[config.mk]
export PLATFORM = sky130hd
export DESIGN_NAME = image_loader
export DESIGN_NICKNAME = d
export VERILOG_FILES = /design/src/rtl/image_loader.sv
export SDC_FILE = /design/constraint.sdc
export NUM_CORES = 1
export LEC_CHECK = 0
export ABC_AREA = 1
export BUFFER_PORTS_ARGS = -buffer_cell sky130_fd_sc_hd__buf_2
export CORE_MARGIN = 2
export CORE_UTILIZATION = 59
export CTS_CLUSTER_DIAMETER = 60
export DETAILED_ROUTE_END_ITERATION = 6
export HOLD_SLACK_MARGIN = 0.1
export PLACE_DENSITY = 0.9
export SLEW_MARGIN = 15
export SYNTH_ARGS = -nofsm -noshare
export SYNTH_HDL_FRONTEND = slang
export SYNTH_SLANG_ARGS = --single-unit
[constraint.sdc]
create_clock -name clk_i -period 2.67 [get_ports clk_i]
set_input_delay 0.267 -clock clk_i [delete_from_list [all_inputs] [get_ports clk_i]]
set_output_delay 0.267 -clock clk_i [all_outputs]
set_load 0.02 [all_outputs]
[src/rtl/image_loader.sv]
// Boot-time image loader: streams the instruction image (big-endian) and data image
// (little-endian) into byte-wide memories, then hands PC/$sp to the CPU and releases it.
module image_loader #(
  parameter int IMEM_AW = 10,
  parameter int DMEM_AW = 10
) (
  input  logic               clk_i,
  input  logic               rst_i,
  input  logic [31:0]        word_i,
  input  logic               word_valid_i,
  output logic               word_ready_o,
  output logic               im_we_o,
  output logic [IMEM_AW-1:0] im_addr_o,
  output logic [7:0]         im_data_o,
  output logic               dm_we_o,
  output logic [DMEM_AW-1:0] dm_addr_o,
  output logic [7:0]         dm_data_o,
  output logic [31:0]        pc_init_o,
  output logic               pc_load_o,
  output logic [31:0]        sp_init_o,
  output logic               sp_load_o,
  output logic               cpu_run_o,
  output logic               err_o
);

  typedef enum logic [3:0] {
    I_PC, I_CNT, I_WORD, I_BYTE, D_SP, D_CNT, D_WORD, D_BYTE, DONE, ERR
  } state_e;

  localparam logic [34:0] IM_LIMIT = 35'(1) << IMEM_AW;
  localparam logic [34:0] DM_LIMIT = 35'(1) << DMEM_AW;

  state_e      state_q, state_d;
  logic [31:0] pc_q, pc_d, sp_q, sp_d, cnt_q, cnt_d, k_q, k_d, word_q, word_d;
  logic [1:0]  b_q, b_d;
  logic        pc_load_q, pc_load_d, sp_load_q, sp_load_d;
  logic        run_q, run_d, err_q, err_d;
  logic        xfer;
  logic [34:0] im_end, dm_end;
  logic [31:0] k_inc;

  function automatic logic [7:0] be_byte(input logic [31:0] w, input logic [1:0] b);
    case (b)
      2'd0:    return w[31:24];
      2'd1:    return w[23:16];
      2'd2:    return w[15:8];
      default: return w[7:0];
    endcase
  endfunction

  function automatic logic [7:0] le_byte(input logic [31:0] w, input logic [1:0] b);
    case (b)
      2'd0:    return w[7:0];
      2'd1:    return w[15:8];
      2'd2:    return w[23:16];
      default: return w[31:24];
    endcase
  endfunction

  assign word_ready_o = !rst_i && (state_q inside {I_PC, I_CNT, I_WORD, D_SP, D_CNT, D_WORD});
  assign xfer         = word_valid_i && word_ready_o;
  // Widened so the end-of-image address can never wrap for any 32-bit count.
  assign im_end       = {3'b000, pc_q} + {1'b0, word_i, 2'b00};
  assign dm_end       = {1'b0, word_i, 2'b00};
  assign k_inc        = k_q + 32'd1;

  always_comb begin
    state_d   = state_q;
    pc_d      = pc_q;
    sp_d      = sp_q;
    cnt_d     = cnt_q;
    k_d       = k_q;
    b_d       = b_q;
    word_d    = word_q;
    pc_load_d = 1'b0;
    sp_load_d = 1'b0;
    case (state_q)
      I_PC: if (xfer) begin
        pc_d      = word_i;
        pc_load_d = 1'b1;
        state_d   = I_CNT;
      end
      I_CNT: if (xfer) begin
        cnt_d = word_i;
        k_d   = 32'd0;
        if (word_i == 32'd0)        state_d = D_SP;
        else if (im_end > IM_LIMIT) state_d = ERR;
        else                        state_d = I_WORD;
      end
      I_WORD: if (xfer) begin
        word_d  = word_i;
        b_d     = 2'd0;
        state_d = I_BYTE;
      end
      I_BYTE: begin
        b_d = b_q + 2'd1;
        if (b_q == 2'd3) begin
          k_d     = k_inc;
          state_d = (k_inc == cnt_q) ? D_SP : I_WORD;
        end
      end
      D_SP: if (xfer) begin
        sp_d      = word_i;
        sp_load_d = 1'b1;
        state_d   = D_CNT;
      end
      D_CNT: if (xfer) begin
        cnt_d = word_i;
        k_d   = 32'd0;
        if (word_i == 32'd0)        state_d = DONE;
        else if (dm_end > DM_LIMIT) state_d = ERR;
        else                        state_d = D_WORD;
      end
      D_WORD: if (xfer) begin
        word_d  = word_i;
        b_d     = 2'd0;
        state_d = D_BYTE;
      end
      D_BYTE: begin
        b_d = b_q + 2'd1;
        if (b_q == 2'd3) begin
          k_d     = k_inc;
          state_d = (k_inc == cnt_q) ? DONE : D_WORD;
        end
      end
      default: state_d = state_q;
    endcase
    run_d = (state_d == DONE);
    err_d = (state_d == ERR);
  end

  always_ff @(posedge clk_i) begin
    if (rst_i) begin
      state_q   <= I_PC;
      pc_q      <= '0;
      sp_q      <= '0;
      cnt_q     <= '0;
      k_q       <= '0;
      b_q       <= '0;
      word_q    <= '0;
      pc_load_q <= 1'b0;
      sp_load_q <= 1'b0;
      run_q     <= 1'b0;
      err_q     <= 1'b0;
    end else begin
      state_q   <= state_d;
      pc_q      <= pc_d;
      sp_q      <= sp_d;
      cnt_q     <= cnt_d;
      k_q       <= k_d;
      b_q       <= b_d;
      word_q    <= word_d;
      pc_load_q <= pc_load_d;
      sp_load_q <= sp_load_d;
      run_q     <= run_d;
      err_q     <= err_d;
    end
  end

  assign im_we_o   = (state_q == I_BYTE);
  assign im_addr_o = im_we_o ? (pc_q[IMEM_AW-1:0] + {k_q[IMEM_AW-3:0], 2'b00} + IMEM_AW'(b_q)) : '0;
  assign im_data_o = im_we_o ? be_byte(word_q, b_q) : 8'd0;
  assign dm_we_o   = (state_q == D_BYTE);
  assign dm_addr_o = dm_we_o ? ({k_q[DMEM_AW-3:0], 2'b00} + DMEM_AW'(b_q)) : '0;
  assign dm_data_o = dm_we_o ? le_byte(word_q, b_q) : 8'd0;
  assign pc_init_o = pc_q;
  assign pc_load_o = pc_load_q;
  assign sp_init_o = sp_q;
  assign sp_load_o = sp_load_q;
  assign cpu_run_o = run_q;
  assign err_o     = err_q;

endmodule

# --- Yosys cells after proc, flatten, opt, wreduce, memory -nomap -nowiden ---
# Cells that the tools add are included.
word_totals:
  reg_bits: 170
  in_bits: 35
  out_inout_bits: 107
  wordCells: 84
classes:
  n_addsub: 6
  order_cmp: 2
  eq_ne: 16
  n_mux: 27
  bitwise: 2
  n_reduce_logical: 20
ops:
  columns: ["cell", "count"]
  rows:
  - ["$mux 32", 2]
  - ["$pmux 32 s2", 1]
  - ["$mux 4", 13]
  - ["$pmux 8 s3", 2]
  - ["$add 32x34->35", 1]
  - ["$gt 35x11->1 const B", 1]
  - ["$gt 34x11->1 const B", 1]
  - ["$add 32x1->32 const B", 1]
  - ["$eq 32x32->1", 1]
  - ["$logic_not 32->1", 1]
  - ["$pmux 4 s8", 1]
  - ["$add 10x2->10", 2]
  - ["$mux 10", 2]
  - ["$eq 4x3->1 const B", 4]
  - ["$mux 8", 2]
  - ["$add 10x10->10", 1]
  - ["$reduce_and 2->1", 5]
  - ["$reduce_or 2->1", 5]
  - ["$eq 4x2->1 const B", 2]
  - ["$eq 4x4->1 const B", 2]
  - ["$ne 2x1->1 const B", 3]
  - ["$reduce_bool 6->1", 1]
  - ["$eq 2x2->1 const B", 2]
  - ["$eq 4x1->1 const B", 1]
  - ["other kinds (13)", 16]

# --- Longest topological paths before layout ---
# Gate-level depths: netlist of the first run.
depth:
  word_depth: 7
  depth_mapped: 23
  ltp_nobuf: 23

# --- Worst setup path after synthesis of the first run ---
# OpenSTA, ideal clock, no wires.
synth_path:
  path_type: "register -> register"
  start: "register pc_q[2] (netlist: pc_init_o[2])"
  end: "register run_q (netlist: cpu_run_o)"
  t_arrival_ns: 2.496
  t_required_ns: 2.606
  path_slack_ns: 0.110
  path_stages_with_launch: 24
  path_buffers: 0
  period_less_slack_ns: 2.560
  cell_sequence: "dfxtp_1 > ha_1 > fa_1 > nand2_1 > nand2_1 > nand3_1 > nand2_1 > nand2_1 > nand2_1 > nand2_1 > nand2_1 > nand2_1 > nand2_1 > nor2_1 > nand2_1 > nor2_1 > nand4_1 > nand2_1 > nand2_1 > nand2_1 > nand2_1 > o21ai_0 > inv_1 > nor2_1"
synth_between:
  elab_chain_cells: 7
synth_lines:
  columns: ["element", "line", "source"]
  rows:
  - ["from (decl)", "34", "logic [31:0] pc_q, pc_d, sp_q, sp_d, cnt_q, cnt_d, k_q, k_d, word_q, word_d;"]
  - ["from (signal assigned)", "147", "pc_q <= pc_d;"]
  - ["$add 32x34->35", "63", "assign im_end = {3'b000, pc_q} + {1'b0, word_i, 2'b00};"]
  - ["$gt 35x11->1", "87", "else if (im_end > IM_LIMIT) state_d = ERR;"]
  - ["$mux 4", "87", null]
  - ["$mux 4", "86", "if (word_i == 32'd0) state_d = D_SP;"]
  - ["$mux 4", "83", "I_CNT: if (xfer) begin"]
  - ["$pmux 4 s8", "77", "case (state_q)"]
  - ["$eq 4x4->1", "128", "run_d = (state_d == DONE);"]
  - ["to (signal assigned)", "155", "run_q <= run_d;"]
  - ["to (decl)", "37", "logic run_q, run_d, err_q, err_d;"]
# No other way between the ends.
# A chain may end at the register's enable or synchronous reset.

# --- Worst setup path after layout of the first run ---
layout_path:
  start: "register k_q[0]"
  end: "output im_addr_o[9]"
layout_between:
  elab_chain_cells: 3
layout_lines:
  columns: ["element", "line", "source"]
  rows:
  - ["from (decl)", "34", null]
  - ["from (signal assigned)", "150", "k_q <= k_d;"]
  - ["$add 10x10->10", "161", "assign im_addr_o = im_we_o ? (pc_q[IMEM_AW-1:0] + {k_q[IMEM_AW-3:0], 2'b00} + IMEM_AW'(b_q)) : '0;"]
  - ["$add 10x2->10", "161", null]
  - ["$mux 10", "161", null]
  - ["to (decl)", "13", "output logic [IMEM_AW-1:0] im_addr_o,"]
# No other way between the ends.

==> run metrics, run 1 <==
first-pass GRT wire length 67300 um; Clk pin slew, worst setup/hold paths 70 ps; Routed Antenna Nets 0; number of enable flip-flop cells after synthesis 0; worst slew pin tran 836 ps; Util after Layout 0.795; kind of end point of the critical path output port; met3 wire length 5030 um; Worst R2R Path Depth 24; CP startpoint kind register; highest metal used met4; drt drc 0; Synth warnings 0; pwr dens 505 nW/um^2; CP Launch Point k_q[0]; H-tree depth 4; Crit path max-delay family compound AO/OA/AOI/OAI gates; pin count of the biggest net entering global routing 97; fin. max-slew vios 0; Setup CP Type register to output port; Yosys reg bits 170; Fin. Hold Viols 0; Worst-Skew Late Latency 460 ps; fmax 318 MHz; status complete, but fails checks; Post-Syn Nets 1992; clock skew 12.7 ps; CTS Sinks 170; drt first pass iters 7; initial antenna violation count 0; Crit path buffers/inverters 3; Met1 Wirelength 16800 um; RR Startpoint pc_init_o[2]; total gr overflow 0; Area after DPL 13600 sq um; post-route cell area 15000 sq um; drt total wl 45600 um; Mapped Area 11400 sq um; vias in the first global route 13200; failing checks setup timing; post-synthesis sequential area ratio 0.298; internal reg-to-reg setup slack -140 ps; 1st-iter DRT viols 1617; Leakage 7.45 nW; final setup margin -471 ps; WP depth 16; area delta synth->final 31.0%; Crit path largest cell delay 380 ps; largest fanout on the critical path 3; nets@finish 2289; Post-synth ARST share 0; Pwr Total 7.56 mW; Peak supply drop 471 uV; met2 WL 20200 um; RD Place Congestion 0.992; Bufs on Longest Clock Path 2; DP HPWL 32700 um; r2r endpoint cpu_run_o; Setup violations, final 8; Die W 143 um; Row Count 50; Period minus WS final 3140 ps; DR vias 14400; Die H 143 um; CTS tree built; worst endpoint data arrival time 2870 ps; max-cap violations 0; FILL cells 1380; root buf cell clkbuf_16; layout cells sized above 1 0.233; Post-Synthesis Cells 1911; top_reg_cell synth dfxtp_1; Critical Path RT 2400 ps; Post-Syn Area per Cell 5.98 sq um; n_diodes 0; Final period util 1.18; Initial Utilization 0.607; Setup WS pre-CTS -282 ps; gr usage total 0.423; hold_buf cts 0; worst path cell trace buf_6, ha_4, buf_4, a31oi_4, nor2_2, nor2_1, o21bai_1, nand2_1, nand2_2, a21oi_2, nor2_2, nor2_1, o21bai_1, o21ai_1, a21oi_1, buf_4; DR WL/cell 18.4 um; number of buffers created by CTS 17; Avg Vias per Cell 5.82; Synth cell types 43; I/O Pins 142; IO buf count 141; Max-slew headroom 0.443; Setup crit end im_addr_o[9]; die area 20500 sq um; Placeable Area 18800 sq um; min-delay worst type input port to register; Slowest-stage cell, CP dfxtp_4; RSZ-0062 raised after global routing yes
[Yosys cell counts (all sizes together) (3+ instances only)]
cell type | instances | area share
a211oi | 5 | 0.0033
a21o | 5 | 0.0033
a21oi | 219 | 0.096
a31oi | 19 | 0.010
and2 | 3 | 0.0016
buf | 6 | 0.0023
clkbuf | 56 | 0.018
clkinv | 5 | 0.0018
dfxtp | 170 | 0.30
ha | 44 | 0.048
inv | 245 | 0.081
nand2 | 543 | 0.18
nand3 | 137 | 0.062
nand3b | 11 | 0.0076
nand4 | 26 | 0.014
nor2 | 240 | 0.084
nor3 | 17 | 0.0074
nor4 | 6 | 0.0033
o21ai | 125 | 0.055
o21bai | 9 | 0.0069
or2 | 3 | 0.0016
xor2 | 5 | 0.0038
[worst reg2reg max path, cell delays in order, from the launching register on]
cell and delay [ps]:
dfxtp_2 340, buf_6 110, ha_4 160, fa_2 370
nand2_4 90, nand2_4 70, nand3_4 90, nand2_4 80
nand2_4 80, nand2_2 80, nand2_2 70, nand2_1 50
nand2_1 70, nand2_1 80, nor2_1 120, nand2_1 70
nor2_2 100, nand4_1 190, nand2_1 120, nand2_1 50
nand2_1 60, nand2_1 60, o21ai_2 70, inv_1 50
nor2_1 90
[logic make-up after synthesis]
logic type | Yosys count | synth area share
compound gates | 389 | 0.180
xor+xnor | 7 | 0.00537
fa+ha+maj | 46 | 0.0517
buf+inv | 312 | 0.103
flops | 170 | 0.298
simple gates | 987 | 0.362
[area by class of cell]
cell class | instances | area [sq um] | share of cell area
Timing Repair Buffer | 340 | 2280 | 0.152
Clock buffer | 17 | 425 | 0.0284
Tap cell | 260 | 325 | 0.0217
Multi-Input combinational cell | 1429 | 7390 | 0.493
Sequential cell | 170 | 3420 | 0.229
Clock inverter | 15 | 178 | 0.0119
Inverter | 250 | 948 | 0.0634
[per-stage QoR]
stage | hold slack, ps | std cells | setup TNS, ps
floorplan | 435 | 1911 | 0
global placement | 453 | 2426 | -553
detailed placement | 463 | 2426 | -1070
CTS | 260 | 2468 | -717
global route | 292 | 2481 | -3660
finish | 259 | 2481 | -1760
[placed cells by master (no fill, tap or decap), types with 4 or more instances in the layout]
master / synthesis / final
o21ai_0: 125 / 121
dfxtp_1: 170 / 157
dfxtp_2: 0 / 11
nand2_4: 1 / 9
nand3b_1: 10 / 10
buf_2: 3 / 138
o21bai_1: 6 / 5
a21oi_1: 219 / 211
a211oi_1: 5 / 5
ha_1: 44 / 28
nand3_1: 134 / 127
nor2_4: 3 / 8
nor2_1: 230 / 205
nor3_1: 17 / 15
nor2_2: 6 / 26
a21oi_2: 0 / 7
nand2_2: 5 / 27
inv_1: 241 / 237
buf_12: 0 / 4
inv_2: 4 / 7
inv_8: 0 / 4
a31oi_1: 19 / 18
nand2_1: 537 / 507
nand4_1: 26 / 26
buf_4: 0 / 192
nand3_2: 2 / 7
xor2_1: 5 / 5
clkbuf_16: 0 / 17
ha_4: 0 / 15
buf_6: 0 / 6
a21o_1: 5 / 5
clkinv_8: 0 / 5
nor4_1: 6 / 6
[power breakdown]
part	switching, mW	leakage (nW)	internal (mW)
registers	0.123	1.38	2.66
clock network	1.30	0.290	1.27
logic	1.37	5.77	0.850
total	2.79	7.45	4.77
[sequential cells by signal, indices dropped and copies added, names as in the netlist]
| register | count |
|---|---|
| cnt_q | 32 |
| k_q | 32 |
| pc_init_o | 32 |
| sp_init_o | 32 |
| word_q | 32 |
| state_q | 4 |
| b_q | 2 |
| cpu_run_o | 1 |
| err_o | 1 |
| pc_load_o | 1 |
| sp_load_o | 1 |
[layer usage]
metal,GRT usage,vias to the layer above
met2,0.681,942
met4,0.265,0
met5,0,-
met3,0.0956,242
li1,-,6776
met1,0.512,6481
[how the worst min path moves through the flow]
stage	slack [ps]	cells past startpoint	end	from
finish	260	4	cnt_q[16]	word_i[16]
global route	290	4	cnt_q[18]	word_i[18]
CTS	260	4	cnt_q[16]	word_i[16]
detailed placement	460	2	cnt_q[25]	cnt_q[25]
global placement	450	2	cnt_q[2]	cnt_q[2]
floorplan	440	2	pc_init_o[10]	word_i[10]
[repair_timing]
item | CTS | global route
buffers inserted | 10 | 14
gates resized for setup | 42 | 108
gates cloned | 0 | 0
pin swaps | 18 | 46
endpoints found under the setup margin | 10 | 20
(Power assumes the default switching activity.)
==> run 2, diff against run 1 <==
--- a/config.mk
+++ b/config.mk
@@ -8,11 +8,13 @@
 export ABC_AREA = 1
 export BUFFER_PORTS_ARGS = -buffer_cell sky130_fd_sc_hd__buf_2
 export CORE_MARGIN = 2
-export CORE_UTILIZATION = 59
+export CORE_UTILIZATION = 61
+export CTS_BUF_LIST = sky130_fd_sc_hd__clkbuf_8
 export CTS_CLUSTER_DIAMETER = 60
 export DETAILED_ROUTE_END_ITERATION = 6
 export HOLD_SLACK_MARGIN = 0.1
-export PLACE_DENSITY = 0.9
+export PLACE_DENSITY = 0.92
+export REMOVE_ABC_BUFFERS = 1
 export SLEW_MARGIN = 15
 export SYNTH_ARGS = -nofsm -noshare
 export SYNTH_HDL_FRONTEND = slang
==> run metrics, run 2 (same netlist as run 1, synthesis figures left out) <==
worst endpoint data arrival time 2920 ps; DR vias 14300; CTS Sinks 170; 1st-iter DRT viols 1532; Leakage 7.17 nW; Placeable Area 18500 sq um; Max-slew headroom 0.413; worst slew pin tran 880 ps; Bufs on Longest Clock Path 2; vias in the first global route 13100; min-delay worst type input port to register; Initial Utilization 0.617; Setup CP Type register to output port; nets@finish 2255; RSZ-0062 raised after global routing yes; Die H 141 um; WHS 186 ps; status complete, but fails checks; CTS tree built; fin. max-slew vios 0; RD Place Congestion 1.01; Worst-Skew Late Latency 490 ps; number of buffers created by CTS 17; layout cells sized above 1 0.214; H-tree depth 4; Slowest-stage cell, CP dfxtp_4; drt first pass iters 7; commonest non-fill, non-tap cells in the layout 508 x nand2_1, 236 x inv_1, 211 x a21oi_1, 210 x nor2_1, 162 x dfxtp_1; DR WL/cell 18.3 um; Area after DPL 13400 sq um; worst path cell trace ha_4, fa_2, a21oi_2, nor2_2, nor2_2, nor2_2, o21ai_1, nand2_1, nand2_2, inv_2, nor2_2, nor2_1, nor2_1, o21ai_1, a21oi_1, buf_4; Fin. Hold Viols 0; clock skew 22.4 ps; Final period util 1.19; Clk pin slew, worst setup/hold paths 110 ps; Period minus WS final 3190 ps; largest fanout on the critical path 4; Util after Layout 0.775; die area 19800 sq um; DP HPWL 31700 um; Critical Path RT 2400 ps; Crit path max-delay family simple AND/OR/NAND/NOR gates; Avg Vias per Cell 5.91; Crit path largest cell delay 380 ps; Peak supply drop 384 uV; Setup violations, final 10; pwr dens 474 nW/um^2; drt total wl 44300 um; kind of end point of the critical path output port; total gr overflow 0; I/O Pins 142; Die W 141 um; Crit path buffers/inverters 2; fmax 314 MHz; post-route cell area 14400 sq um; gr usage total 0.424; initial antenna violation count 1; area delta synth->final 25.7%; root buf cell clkbuf_8; most used cell, CP nor2_2; failing checks DRC, setup timing; pin count of the biggest net entering global routing 97; first-pass GRT wire length 66400 um; IO buf count 141; final setup margin -518 ps; Pwr Total 6.81 mW; commonest non-fill, non-tap cell in the layout nand2_1; Setup WS pre-CTS -348 ps; CP startpoint kind register; drt drc 10; Row Count 50; Routed Antenna Nets 0; max-cap violations 0
[run 2: area by class of cell]
class	instances	area, sq um
Inverter	250	948
Clock buffer	21	289
Antenna cell	1	2.50
Fill cell	1452	4160
Timing Repair Buffer	306	2010
Sequential cell	170	3420
Multi-Input combinational cell	1429	7290
Tap cell	234	293
Clock inverter	11	109
[run 2: what timing repair did]
| action | in CTS | in global routing |
|---|---|---|
| resized for setup | 58 | 80 |
| setup buffers | 15 | 3 |
| pin swaps | 20 | 42 |
| setup endpoints to repair | 9 | 16 |
| hold buffers | 0 | 0 |
[run 2: worst paths after layout]
path / start / endpoint / slack (ps) / cells after the start
worst max-delay path: pc_init_o[0] / im_addr_o[8] / -520 / 16
worst min-delay path: word_i[26] / cnt_q[26] / 190 / 3
worst max register to register: pc_init_o[2] / cpu_run_o / -110 / 24
worst min register to register: cnt_q[16] / cnt_q[16] / 480 / 2
[run 2: worst reg2reg max path, cell delays in order (launching register included)]
cell and delay (ps):
dfxtp_2 340, buf_6 120, ha_4 170, fa_2 400, nand2_2 110, nand2_4 80, nand3_4 80, nand2_4 80
nand2_4 80, nand2_4 60, nand2_4 60, nand3_2 50, nand2_1 70, nand2_1 50, nor2_1 110, nand2_1 100
nor2_4 140, nand4_1 130, nand2_1 90, nand2_1 50, nand2_1 70, nand2_1 60, o21ai_2 80, inv_1 50
nor2_1 90
[run 2: where the power goes]
group | switching, mW | internal (mW)
clock network | 1.08 | 0.850
registers | 0.108 | 2.65
logic | 1.34 | 0.784
[run 2: routing by layer]
metal	vias to the layer above	part of all wire	GRT usage
met3	251	0.098	0.0662
met2	894	0.46	0.717
li1	6710	-	-
met5	-	0	0
met1	6462	0.37	0.524
met4	0	0.064	0.218
[run 2: metrics by stage]
stage / cells / TNS [ps]
2_1_floorplan: 1849 / -66940
3_3_place_gp: 2373 / -754
3_5_place_dp: 2373 / -1360
4_1_cts: 2418 / -1070
5_1_grt: 2421 / -3650
6_report: 2422 / -2220
==> run 3, diff against run 2 <==
--- a/config.mk
+++ b/config.mk
@@ -13,6 +13,7 @@
 export CTS_CLUSTER_DIAMETER = 60
 export DETAILED_ROUTE_END_ITERATION = 6
 export HOLD_SLACK_MARGIN = 0.1
+export MAX_ROUTING_LAYER = met4
 export PLACE_DENSITY = 0.92
 export REMOVE_ABC_BUFFERS = 1
 export SLEW_MARGIN = 15
==> run metrics, run 3 (same netlist as run 1, synthesis figures left out) <==
status complete, but fails checks; failing checks DRC, setup timing; Worst R2R Path Depth 22; RD Place Congestion 1.02; min-delay src word_i[29]; Crit path max-delay family compound AO/OA/AOI/OAI gates; Leakage 7.14 nW; clock skew 13.6 ps; final setup margin -367 ps; Crit path buffers/inverters 2; most used cell, CP nor2_1; grt met1 use 0.503; Peak supply drop 491 uV; busiest grt layer met2; M2 GR Usage 0.679; Final period util 1.14; Area after DPL 13400 sq um; Clk pin slew, worst setup/hold paths 90 ps; Max-slew headroom 0.281; CTS tree built; Routed Antenna Nets 0; Bufs on Longest Clock Path 2; worst path cell trace buf_6, ha_4, a21o_1, a31oi_2, nor2_1, nor2_1, o21bai_1, nand2_1, nand2_2, a21oi_2, nor2_2, nor2_1, o21bai_1, o21ai_1, a21oi_1, buf_4; pwr dens 485 nW/um^2; I/O Pins 142; post-route cell area 14300 sq um; Hold EP pc_init_o[29]; Worst-Skew Late Latency 490 ps; DR vias 14200; worst slew pin tran 1080 ps; die area 19800 sq um; commonest non-fill, non-tap cells in the layout 510 x nand2_1, 238 x inv_1, 213 x nor2_1, 212 x a21oi_1, 159 x buf_4; r2r endpoint cpu_run_o; commonest non-fill, non-tap cell in the layout nand2_1; pin count of the biggest net entering global routing 97; max-cap violations 0; IO buf count 141; number of buffers created by CTS 17; Setup CP Type register to output port; largest fanout on the critical path 3; Setup violations, final 8; root buf cell clkbuf_8; first-pass GRT wire length 64600 um; gr usage total 0.422; DR WL/cell 17.6 um; initial antenna violation count 1; Die H 141 um; met3 Track Usage GR 0.0734; nets@finish 2251; RSZ-0062 raised after global routing yes; min-delay worst type input port to register; Fin Setup TNS -1140 ps; 1st-iter DRT viols 1542; drt drc 22; DP HPWL 31300 um; fin. max-slew vios 0; fin cells 2417; Critical Path RT 2400 ps; Placeable Area 18500 sq um; Fin. Hold Viols 0; total gr overflow 0; CP Launch Point pc_init_o[2]; layout cells sized above 1 0.211; CTS Sinks 170; H-tree depth 4; internal reg-to-reg setup slack -140 ps; hold depth 3; Slowest-stage cell, CP dfxtp_2; drt total wl 42400 um; Initial Utilization 0.617; Crit path largest cell delay 340 ps; Avg Vias per Cell 5.86; Pwr Total 6.96 mW; RR Startpoint pc_init_o[2]; drt first pass iters 7; hold_buf cts 0; vias in the first global route 13000; Row Count 50; kind of end point of the critical path output port; Die W 141 um; area delta synth->final 25.6%; fmax 329 MHz; worst endpoint data arrival time 2770 ps; Period minus WS final 3040 ps; DP Cell Count 2375; CP startpoint kind register
==> run 3: through the flow <==
stage | worst slack (ps) | hold slack (ps) | utilization
floorplan | -527 | 336 | -
global placement | -115 | 452 | 0.721
CTS | -333 | 133 | 0.754
global route | -593 | 159 | 0.775
detailed placement | -254 | 462 | 0.721
finish | -367 | 144 | 0.775
==> run 3: worst max-delay path by stage <==
stage              endpoint  depth (start not counted)
3_5_place_dp      cpu_run_o                         22
6_report       im_addr_o[9]                         16
5_1_grt        im_addr_o[9]                         16
2_1_floorplan     word_q[0]                          8
4_1_cts        im_addr_o[9]                         16
3_3_place_gp      cpu_run_o                         22
==> run 3: layout make-up <==
class,instances,area [sq um]
diodes,1,2.50
multi-input cells,1429,7280
inverters,250,947
clock buffers,18,248
repair buffers,302,1960
well taps,234,293
clock inverters,13,191
fillers,1426,4170
flip-flops and latches,170,3430
==> run 3: metal layers <==
metal | wire length (um) | vias up
met3 | 4230 | 211
met2 | 19600 | 876
met4 | 2720 | 0
met5 | 0 | -
met1 | 15900 | 6360
li1 | - | 6709
==> run 3: worst register-to-register path, cell delays in order (launching register included) <==
cell and delay (ps):
dfxtp_2 340, buf_4 140, ha_4 160, fa_2 370
nand2_2 110, nand2_4 90, nand3_4 100, nand2_4 90
nand2_4 90, nand3b_1 100, nand2_1 90, nand3_2 120
nor2_1 120, nand2_1 100, nor2_2 110, nand4_1 130
nand2_1 90, nand2_1 50, nand2_1 50, nand2_1 60
o21ai_2 80, inv_1 60, nor2_1 100
==> run 3: what timing repair did <==
item	in CTS	in global routing
endpoints found under the hold margin	0	0
setup endpoints to repair	7	46
pin swaps	25	38
gates resized for setup	42	87
setup buffers	4	7
==> run 3: power by group <==
part	leakage (nW)	internal [mW]	switching (mW)
logic	5.53	0.768	1.31
registers	1.39	2.65	0.113
clock network	0.218	1.05	1.07
total	7.14	4.47	2.49
